==> src/rtl/sha256_msg_padder_if.sv <==
// ---------------------------------------------------------------------------
// sha256_msg_padder_if
// Purpose : groups the byte-stream input handshake and the padded-block output
//           handshake of the SHA-256 message padder.
// Signals :
//   in_valid  - producer has a message byte on in_data/in_last
//   in_ready  - padder accepts a byte this cycle
//   in_data   - message byte, first byte of the message first
//   in_last   - marks the final byte of a message
//   blk_valid - blk_data holds a complete padded 512-bit block
//   blk_ready - consumer accepts the block this cycle
//   blk_data  - padded block, message byte 0 in [511:504]
//   blk_first - block is the first of its message
//   blk_last  - block is the final block of its message
// Modports: master = byte producer / block consumer side, slave = padder.
// ---------------------------------------------------------------------------
interface sha256_msg_padder_if;
  logic         in_valid;
  logic         in_ready;
  logic [7:0]   in_data;
  logic         in_last;
  logic         blk_valid;
  logic         blk_ready;
  logic [511:0] blk_data;
  logic         blk_first;
  logic         blk_last;

  modport master (
    output in_valid, in_data, in_last, blk_ready,
    input  in_ready, blk_valid, blk_data, blk_first, blk_last
  );

  modport slave (
    input  in_valid, in_data, in_last, blk_ready,
    output in_ready, blk_valid, blk_data, blk_first, blk_last
  );
endinterface

==> src/rtl/sha256_msg_padder.sv <==
// ---------------------------------------------------------------------------
// sha256_msg_padder
// Purpose : byte-stream front end for the SHA-256 core. Collects message bytes,
//           applies the standard padding (0x80, zero fill, 64-bit big-endian
//           bit length) and hands out padded 512-bit blocks one at a time with
//           first/last flags.
// Ports   :
//   i_clk   - rising-edge clock
//   i_rst_n - asynchronous active-low reset
//   bus     - sha256_msg_padder_if.slave (byte input + block output handshakes)
// Parameters:
//   LEN_W   - width of the message bit-length counter (<=64), zero-extended
//             into the 64-bit length field
// ---------------------------------------------------------------------------
module sha256_msg_padder #(
  parameter int LEN_W = 64
) (
  input  logic                  i_clk,
  input  logic                  i_rst_n,
  sha256_msg_padder_if.slave    bus
);

  typedef enum logic [1:0] {
    ST_FILL   = 2'd0,
    ST_EMIT   = 2'd1,
    ST_PADBLK = 2'd2
  } state_t;

  state_t             r_state;
  state_t             w_state_nxt;

  logic [6:0]         r_ptr;
  logic [511:0]       r_buf;
  logic [LEN_W-1:0]   r_bit_len;
  logic               r_pend_len;
  logic               r_pend_80;
  logic               r_last;
  logic               r_first_flag;
  logic               r_in_ready;
  logic               r_blk_valid;
  logic               r_blk_first;
  logic               r_blk_last;

  logic [6:0]         w_ptr_nxt;
  logic [511:0]       w_buf_nxt;
  logic [LEN_W-1:0]   w_bit_len_nxt;
  logic               w_pend_len_nxt;
  logic               w_pend_80_nxt;
  logic               w_last_nxt;
  logic               w_first_flag_nxt;
  logic               w_in_ready_nxt;
  logic               w_blk_valid_nxt;
  logic               w_blk_first_nxt;
  logic               w_blk_last_nxt;

  logic               w_in_xfer;
  logic               w_blk_xfer;
  logic [6:0]         w_ptr_inc;
  logic [LEN_W-1:0]   w_len_inc;

  // Replace byte idx (0 = leftmost, bits [511:504]) of a block.
  function automatic logic [511:0] put_byte(input logic [511:0] blk,
                                            input logic [5:0]   idx,
                                            input logic [7:0]   val);
    logic [511:0] res;
    res = blk;
    res[9'd504 - {idx, 3'b000} +: 8] = val;
    return res;
  endfunction

  // Zero-extend the bit-length counter into the 64-bit length field.
  function automatic logic [63:0] len_field(input logic [LEN_W-1:0] len);
    return 64'(len);
  endfunction

  // in_ready is only ever high in FILL, so it doubles as the byte-accept gate.
  assign w_in_xfer  = bus.in_valid & r_in_ready;
  assign w_blk_xfer = r_blk_valid & bus.blk_ready;
  assign w_ptr_inc  = r_ptr + 7'd1;
  assign w_len_inc  = r_bit_len + LEN_W'(8);

  // The block buffer is presented directly; it is frozen while a block is pending.
  assign bus.in_ready  = r_in_ready;
  assign bus.blk_valid = r_blk_valid;
  assign bus.blk_data  = r_buf;
  assign bus.blk_first = r_blk_first;
  assign bus.blk_last  = r_blk_last;

  // State register.
  always_ff @(posedge i_clk or negedge i_rst_n) begin
    if (!i_rst_n) begin
      r_state <= ST_FILL;
    end else begin
      r_state <= w_state_nxt;
    end
  end

  // Next-state logic.
  always_comb begin
    w_state_nxt = r_state;
    case (r_state)
      ST_FILL: begin
        if (w_in_xfer && (bus.in_last || (r_ptr == 7'd63))) begin
          w_state_nxt = ST_EMIT;
        end else begin
          w_state_nxt = ST_FILL;
        end
      end
      ST_EMIT: begin
        if (w_blk_xfer) begin
          if (r_pend_len) begin
            w_state_nxt = ST_PADBLK;
          end else begin
            w_state_nxt = ST_FILL;
          end
        end else begin
          w_state_nxt = ST_EMIT;
        end
      end
      ST_PADBLK: begin
        w_state_nxt = ST_EMIT;
      end
      default: begin
        w_state_nxt = ST_FILL;
      end
    endcase
  end

  // Datapath and output next values.
  always_comb begin
    w_ptr_nxt        = r_ptr;
    w_buf_nxt        = r_buf;
    w_bit_len_nxt    = r_bit_len;
    w_pend_len_nxt   = r_pend_len;
    w_pend_80_nxt    = r_pend_80;
    w_last_nxt       = r_last;
    w_first_flag_nxt = r_first_flag;
    case (r_state)
      ST_FILL: begin
        if (w_in_xfer) begin
          w_ptr_nxt     = w_ptr_inc;
          w_bit_len_nxt = w_len_inc;
          w_buf_nxt     = put_byte(r_buf, r_ptr[5:0], bus.in_data);
          if (bus.in_last) begin
            if (w_ptr_inc <= 7'd55) begin
              // Everything fits: 0x80, zeros (buffer already clear), length.
              w_buf_nxt       = put_byte(w_buf_nxt, w_ptr_inc[5:0], 8'h80);
              w_buf_nxt[63:0] = len_field(w_len_inc);
              w_last_nxt      = 1'b1;
            end else if (w_ptr_inc <= 7'd63) begin
              // 0x80 fits but the length does not: a padding-only block follows.
              w_buf_nxt      = put_byte(w_buf_nxt, w_ptr_inc[5:0], 8'h80);
              w_pend_len_nxt = 1'b1;
              w_last_nxt     = 1'b0;
            end else begin
              // Block is full of message: the 0x80 moves to the next block too.
              w_pend_len_nxt = 1'b1;
              w_pend_80_nxt  = 1'b1;
              w_last_nxt     = 1'b0;
            end
          end else begin
            w_last_nxt = 1'b0;
          end
        end else begin
          w_ptr_nxt = r_ptr;
        end
      end
      ST_EMIT: begin
        if (w_blk_xfer) begin
          w_buf_nxt        = 512'd0;
          w_ptr_nxt        = 7'd0;
          w_last_nxt       = 1'b0;
          // The block after a final block starts a new message.
          w_first_flag_nxt = r_last;
          if (r_last) begin
            w_bit_len_nxt = '0;
          end else begin
            w_bit_len_nxt = r_bit_len;
          end
        end else begin
          w_buf_nxt = r_buf;
        end
      end
      ST_PADBLK: begin
        w_buf_nxt      = {(r_pend_80 ? 8'h80 : 8'h00), 440'd0, len_field(r_bit_len)};
        w_last_nxt     = 1'b1;
        w_pend_len_nxt = 1'b0;
        w_pend_80_nxt  = 1'b0;
      end
      default: begin
        w_ptr_nxt = 7'd0;
      end
    endcase

    w_in_ready_nxt  = (w_state_nxt == ST_FILL);
    w_blk_valid_nxt = (w_state_nxt == ST_EMIT);
    if (w_state_nxt == ST_EMIT) begin
      w_blk_first_nxt = w_first_flag_nxt;
      w_blk_last_nxt  = w_last_nxt;
    end else begin
      w_blk_first_nxt = 1'b0;
      w_blk_last_nxt  = 1'b0;
    end
  end

  // Datapath and registered outputs.
  always_ff @(posedge i_clk or negedge i_rst_n) begin
    if (!i_rst_n) begin
      r_ptr        <= 7'd0;
      r_buf        <= 512'd0;
      r_bit_len    <= '0;
      r_pend_len   <= 1'b0;
      r_pend_80    <= 1'b0;
      r_last       <= 1'b0;
      r_first_flag <= 1'b1;
      r_in_ready   <= 1'b0;
      r_blk_valid  <= 1'b0;
      r_blk_first  <= 1'b0;
      r_blk_last   <= 1'b0;
    end else begin
      r_ptr        <= w_ptr_nxt;
      r_buf        <= w_buf_nxt;
      r_bit_len    <= w_bit_len_nxt;
      r_pend_len   <= w_pend_len_nxt;
      r_pend_80    <= w_pend_80_nxt;
      r_last       <= w_last_nxt;
      r_first_flag <= w_first_flag_nxt;
      r_in_ready   <= w_in_ready_nxt;
      r_blk_valid  <= w_blk_valid_nxt;
      r_blk_first  <= w_blk_first_nxt;
      r_blk_last   <= w_blk_last_nxt;
    end
  end

endmodule

==> src/flat_wrapper.sv <==
// flat-port wrapper written by rule: the top's interface ports become plain ports
module sha256_msg_padder_flat 
#(
  parameter int LEN_W = 64
)
  (i_clk, i_rst_n, bus_in_valid, bus_in_data, bus_in_last, bus_blk_ready, bus_in_ready, bus_blk_valid, bus_blk_data, bus_blk_first, bus_blk_last);
  sha256_msg_padder_if bus_i ();
  input  logic i_clk;
  input  logic i_rst_n;
  input wire logic [$bits(bus_i.in_valid)-1:0] bus_in_valid;
  input wire logic [$bits(bus_i.in_data)-1:0] bus_in_data;
  input wire logic [$bits(bus_i.in_last)-1:0] bus_in_last;
  input wire logic [$bits(bus_i.blk_ready)-1:0] bus_blk_ready;
  output wire logic [$bits(bus_i.in_ready)-1:0] bus_in_ready;
  output wire logic [$bits(bus_i.blk_valid)-1:0] bus_blk_valid;
  output wire logic [$bits(bus_i.blk_data)-1:0] bus_blk_data;
  output wire logic [$bits(bus_i.blk_first)-1:0] bus_blk_first;
  output wire logic [$bits(bus_i.blk_last)-1:0] bus_blk_last;
  assign bus_i.in_valid = bus_in_valid;
  assign bus_i.in_data = bus_in_data;
  assign bus_i.in_last = bus_in_last;
  assign bus_i.blk_ready = bus_blk_ready;
  assign bus_in_ready = bus_i.in_ready;
  assign bus_blk_valid = bus_i.blk_valid;
  assign bus_blk_data = bus_i.blk_data;
  assign bus_blk_first = bus_i.blk_first;
  assign bus_blk_last = bus_i.blk_last;
  sha256_msg_padder #(.LEN_W(LEN_W)) u_core (.i_clk(i_clk), .i_rst_n(i_rst_n), .bus(bus_i));
endmodule
==> config.mk <==
export PLATFORM = sky130hd
export DESIGN_NAME = sha256_msg_padder_flat
export DESIGN_NICKNAME = d
export VERILOG_FILES = /design/src/rtl/sha256_msg_padder_if.sv /design/src/rtl/sha256_msg_padder.sv /design/src/flat_wrapper.sv
export SDC_FILE = /design/constraint.sdc
export NUM_CORES = 1
export LEC_CHECK = 0
export ABC_AREA = 1
export CORE_AREA = 2 2 260 314
export DETAILED_ROUTE_END_ITERATION = 6
export DIE_AREA = 0 0 262 316
export PLACE_DENSITY = 0.7
export SETUP_SLACK_MARGIN = 0.05
export SLEW_MARGIN = 10
export SYNTH_ARGS = -nofsm -noshare
export SYNTH_HDL_FRONTEND = slang
export SYNTH_SLANG_ARGS = --single-unit
==> constraint.sdc <==
create_clock -name i_clk -period 2.96 [get_ports i_clk]
set_input_delay 0.444 -clock i_clk [delete_from_list [all_inputs] [get_ports i_clk]]
set_output_delay 0.444 -clock i_clk [all_outputs]
set_load 0.01 [all_outputs]
# After elaboration in Yosys (flattened, before gate mapping)
# Index checks and enable logic that the tools add are counted.
# totals
inputBits	13
regBits	593
wordCells	87
output_inout_bits	516
# classes
order_cmp	2
muxes	38
shift	4
n_bitwise	3
n_eq_ne	10
addsub	6
n_reduce_logical	12
# op_table
cell	n
512-bit 2-to-1 mux	5
512-bit case mux with 3 select lines	1
512-bit bitwise mux	2
8-bit by 11-bit variable shift with 512-bit output, first input constant	2
8-bit by 11-bit indexed part select with 512-bit output	1
8-bit by 11-bit indexed part select with 512-bit output, first input constant	1
64-bit 2-to-1 mux	3
64-bit case mux with 2 select lines	1
64-bit by 4-bit adder with 64-bit output, second input constant	1
9-bit negator with 11-bit output	2
7-bit case mux with 3 select lines	1
9-bit subtractor, first input constant	2
1-bit 2-to-1 mux	16
7-bit by 6-bit less-or-equal comparator with 1-bit output, second input constant	2
7-bit 2-to-1 mux	2
8-bit 2-to-1 mux	1
4-bit AND reduction	2
7-bit by 1-bit adder with 7-bit output, second input constant	1
7-bit by 6-bit == test with 1-bit output, second input constant	1
2-bit by 1-bit != test with 1-bit output, second input constant	3
2-bit != test, second input constant	3
2-bit case mux with 3 select lines	1
3-bit AND reduction	2
5-bit AND reduction	1
12 further kinds	18

# Logic depth before layout (Yosys ltp)
# Gate-level depths: netlist of the first run.
# logic_depth
depth_word	10
depth_mapped	17
mapped_depth_nobuf	17

# Worst setup path before layout of the first run
# Ideal clock, no wire load.
# synth_path
path_kind	register to register
from	register u_core.r_ptr[0]
to	register u_core.r_buf[264], in the netlist u_core.bus.blk_data[264]
setup_time_ns	0.133
synth_period_minus_slack_ns	2.452
t_required_ns	2.827
path_stages_with_launch	17
t_arrival_ns	2.320
n_path_buf	3
path_slack_ns	0.508
cell_sequence	dfrtp_1 -> buf_4 -> inv_2 -> ha_1 -> nand2_1 -> nor2_2 -> inv_2 -> nor2_2 -> nand2_2 -> nand2_1 -> nand2_1 -> nor2_1 -> buf_4 -> buf_6 -> nand2_1 -> nand2_1 -> o22ai_1
# synth_via
elab_chain_len	10
word_cells_on_any_way	18
cone_classes	5 x add/sub; 2 x order compare; 4 x shift; 7 x mux
# synth_lines
item	line_no	rtl
start: declaration	sha256_msg_padder.sv:32	logic [6:0] r_ptr;
start signal: assignment	sha256_msg_padder.sv:221	r_ptr <= w_ptr_nxt;
7-bit by 1-bit adder with 7-bit output or 9-bit subtractor (tied branches)	sha256_msg_padder.sv:79, sha256_msg_padder.sv:67	
9-bit subtractor or 9-bit negator with 11-bit output (tied branches)	sha256_msg_padder.sv:67	res[9'd504 - {idx, 3'b000} +: 8] = val;
9-bit negator with 11-bit output, or another cell as far along	sha256_msg_padder.sv:67	
8-bit by 11-bit indexed part select with 512-bit output, or another cell as far along	sha256_msg_padder.sv:67	
512-bit bitwise mux	sha256_msg_padder.sv:67	
512-bit 2-to-1 mux	sha256_msg_padder.sv:150	end else if (w_ptr_inc <= 7'd63) begin
512-bit 2-to-1 mux	sha256_msg_padder.sv:145	if (w_ptr_inc <= 7'd55) begin
512-bit 2-to-1 mux *	sha256_msg_padder.sv:144	if (bus.in_last) begin
512-bit 2-to-1 mux *	sha256_msg_padder.sv:140	if (w_in_xfer) begin
512-bit case mux with 3 select lines *	sha256_msg_padder.sv:138	case (r_state)
end signal: assignment	sha256_msg_padder.sv:222	r_buf <= w_buf_nxt;
end: declaration	sha256_msg_padder.sv:33	logic [511:0] r_buf;
# Mark *: on every way between the ends. The rest lies on a longest branch, timed or not. The select of a mux whose other input is x is not followed.
# A chain may end at the register's enable or synchronous reset.

# Worst setup path in the final report of the first run
# layout_path
from	register u_core.r_ptr[0]
to	register u_core.r_buf[26], in the netlist u_core.bus.blk_data[26]
# Same word-level chain as after synthesis.

==> summary.md, run 1 <==
| Metric | Value |
|---|---|
| Status | `complete, no violations` |
| Root buf cell | `clkbuf_16` |
| Worst path arrival time | `3320 ps` |
| Met1 Resource Use GR | `approximately 41%` |
| Type of the tightest min-delay check | `in -> async` |
| Synth area leader | `dfrtp_1` |
| Total global-route track usage | `33.3%` |
| Power Total | `34.8 mW` |
| Main synth FF type | `dfrtp_1` |
| Synth Cell Area | `roughly 0.032 mm2` |
| Top-count cell post-synth | `nand2_1` |
| Final WL | `141000 um` |
| Worst setup path class | `reg -> reg` |
| Register area share after synthesis | `46.7%` |
| Syn Nets | `approximately 4200` |
| Synth unique cells | `46` |
| Final Hold Viols | `0` |
| Full die area | `0.0828 mm2` |
| Yosys top cell area share | `46.6%` |
| Core Area | `0.0799 mm2` |
| Clock period minus worst slack | `approximately 2800 ps` |
| FF-to-FF End | `u_core.bus.blk_data[26]` |
| Critical Path Fanout Max | `11` |
| Global-route wire length before repair | `between 200000 and 250000 um` |
| Max Slew Vio Count | `0` |
| Clock latency on the worst-skew pair | `~630 ps` |
| CP required | `about 3500 ps` |
| Post-Syn Instances | `between 4000 and 5000` |
| Layout Nets | `slightly below 5000` |
| Reg2Reg Setup Slack | `150 ps` |
| Syn_area_per_cell | `between 7 and 8 um2` |
| Critical Path Sink Type | `register` |
| Hold WS | `~420 ps` |
| Die extent in x | `around 260 um` |
| WL per Instance | `24.0 um` |
| DRT antenna net count | `0` |
| Largest net degree at the start of global routing | `~170` |
| Synthesis Warnings | `0` |
| Die extent in y | `between 300 and 400 um` |
| Met3 Use GR | `4.83%` |
| Remaining global-route overflow | `0` |
| Clock Path Buffers | `3` |
| PD cells | `~830 mW/mm2` |
| CTS Buf Count | `between 60 and 70` |
| Worst slew pin tran | `927 ps` |
| Max-Cap Viols | `0` |
| Final setup vio count | `0` |
| Number of enable flip-flop cells after synthesis | `0` |
| Peak supply drop | `between 700 and 800 uV` |
| Area grow syn2layout | `32.0%` |
| Synth top area cells | `dfrtp_1 47%, nand2_1 13%, o21ai_0 10%` |
| DR pass1 iterations | `6` |
| Initial antenna violation count | `4` |
| DRC violations left | `0` |
| GPL Wtd Cong | `around 1.0` |
| Synth top cells by count | `1094 x nand2_1, 657 x o21ai_0, 589 x dfrtp_1` |
| GRT busiest layer | `met2` |
| Skew final | `roughly 20 ps` |
| Critical path launch point type | `register` |
| Vias | `about 33000` |
| Number of global-route vias before repair | `between 30000 and 40000` |
| Synthesis-stage register bit count | `between 500 and 600` |
| Fin util | `a little over half` |
| IO Pins | `529` |
| H-tree Lvls | `3` |
| Fraction of layout cells with a size suffix above 1 | `under 10%` |
| Worst-case reg-to-reg path depth | `15` |
| Initial DRC count | `3737` |
| # Post-CTS Setup Buffers | `0` |
| RR Startpoint | `u_core.r_ptr[0]` |
| CTS tree | `yes` |
| Via-per-instance ratio | `5.58` |
| RSZ-0062 raised after global routing | `true` |
| Lkg Pwr | `19.0 nW` |
| Dpl hpwl | `between 100000 and 150000 um` |
| Relative slew slack | `a little under two fifths` |
| Rows | `approximately 110` |
| Asr flop ratio synth | `100%` |
| Part of the cycle the worst path needs | `95.0%` |
| Fmax | `approximately 360 MHz` |
| Initial Util | `roughly two fifths` |
| Met2 Usage GRT | `between 50% and 60%` |
| IO Port Bufs | `528` |
| TritonCTS sink count | `between 500 and 600` |
| Setup_tns | `0 ps` |
| CTS clk-pin slew, worst paths | `roughly 60 ps` |
## layout by cell type, fill, tap and decap left out, drive strengths merged, types with 3 or more instances in the layout
cell type | Yosys | routed
xor2 | 56 | 56
mux2i | 11 | 11
o21bai | 5 | 5
a22o | 4 | 4
o2111ai | 3 | 3
buf | 52 | 221
a21oi | 74 | 74
nand3 | 85 | 85
nor3 | 68 | 68
inv | 511 | 513
o22ai | 354 | 354
nand2 | 1122 | 1122
clkdlybuf4s50 | 0 | 527
bufinv | 0 | 10
nor2 | 243 | 243
dfrtp | 589 | 589
clkbuf | 170 | 96
a21boi | 6 | 6
clkinv | 3 | 7
o211ai | 79 | 79
nand4 | 28 | 28
or2 | 11 | 11
ha | 11 | 11
nor4 | 3 | 3
clkinvlp | 0 | 4
o21ai | 698 | 698
a21o | 4 | 4
## worst max path at each step
stage / from / endpoint
6_report: u_core.r_ptr[0] / u_core.bus.blk_data[26]
5_1_grt: u_core.r_ptr[0] / u_core.bus.blk_data[255]
4_1_cts: u_core.r_ptr[0] / u_core.bus.blk_data[410]
3_5_place_dp: u_core.r_ptr[0] / u_core.bus.blk_data[175]
3_3_place_gp: u_core.r_ptr[0] / u_core.bus.blk_data[175]
2_1_floorplan: u_core.r_ptr[0] / u_core.bus.blk_data[264]
## power breakdown
part	total (mW)	switching, mW	internal, mW
registers	10.8	1.40	9.44
logic	14.9	9.90	5.01
clock network	9.07	3.58	5.49
## sequential cells by signal, summed over array words and instances, names as in the netlist
register	flops
u_core.bus.blk_data	512
u_core.bus.blk_first	1
u_core.bus.blk_last	1
u_core.bus.blk_valid	1
u_core.bus.in_ready	1
u_core.r_bit_len	61
u_core.r_first_flag	1
u_core.r_last	1
u_core.r_pend_80	1
u_core.r_pend_len	1
u_core.r_ptr	7
u_core.r_state	2
## layout make-up
| cell class | count | area, um2 |
|---|---|---|
| sequential | 590 | 14800 |
| inverter | 514 | 1930 |
| timing repair buffer | 749 | 7250 |
| clock inverter | 20 | 375 |
| antenna | 1 | 2.50 |
| multi-input combinational | 2872 | 14200 |
| fill | 7556 | 38100 |
| tap | 1044 | 1310 |
| clock buffer | 96 | 1970 |
## metal layers
| layer | vias to the layer above | share of wire (%) | routed length (um) |
|---|---|---|---|
| met5 | - | 0 | 0 |
| met4 | 0 | 7.0 | 9860 |
| met3 | 370 | 7.1 | 10000 |
| met1 | 15755 | 39 | 54300 |
| met2 | 1605 | 47 | 66800 |
| li1 | 15142 | - | - |
## critical path, stage by stage, from the launching register on
cell and delay, ps:
dfrtp_1 410, inv_2 100, ha_1 310, nand2_1 110
nor2_2 190, nor2_1 90, a21oi_1 170, buf_4 210
nand3_1 230, nor2_1 160, buf_4 140, nand2_1 130
nand2_2 200, o22ai_1 110, nand2_1 70, nand2_1 40
## logic make-up after synthesis
| family | synth area share, % |
|---|---|
| buf+inv | 9.06 |
| flops | 46.7 |
| compound gates | 22.0 |
| simple gates | 19.9 |
| mux | 0.348 |
| xor+xnor | 1.57 |
| fa+ha+maj | 0.435 |
## per-stage QoR
step	cell area, um2	setup WS [ps]	cells
6_report	41800	148	5886
2_1_floorplan	31600	508	4198
4_1_cts	41700	85.7	5885
5_1_grt	41800	-20.2	5886
3_5_place_dp	39300	30.4	5768
3_3_place_gp	39300	4.05	5768
## what timing repair did
| action | CTS | global route |
|---|---|---|
| cloned | 0 | 0 |
| gates resized for setup | 2 | 41 |
| setup endpoints to repair | 2 | 276 |
| hold endpoints to repair | 51 | 0 |
| hold buffers | 1 | 0 |
| pin swaps | 0 | 1 |
Power figures use the tool's default switching activity.
==> run 2, diff against run 1 <==
- SLEW_MARGIN: 10 -> 20
==> results of run 2 <==
No change in the layout: final DEF, timing and power equal those of run 1.
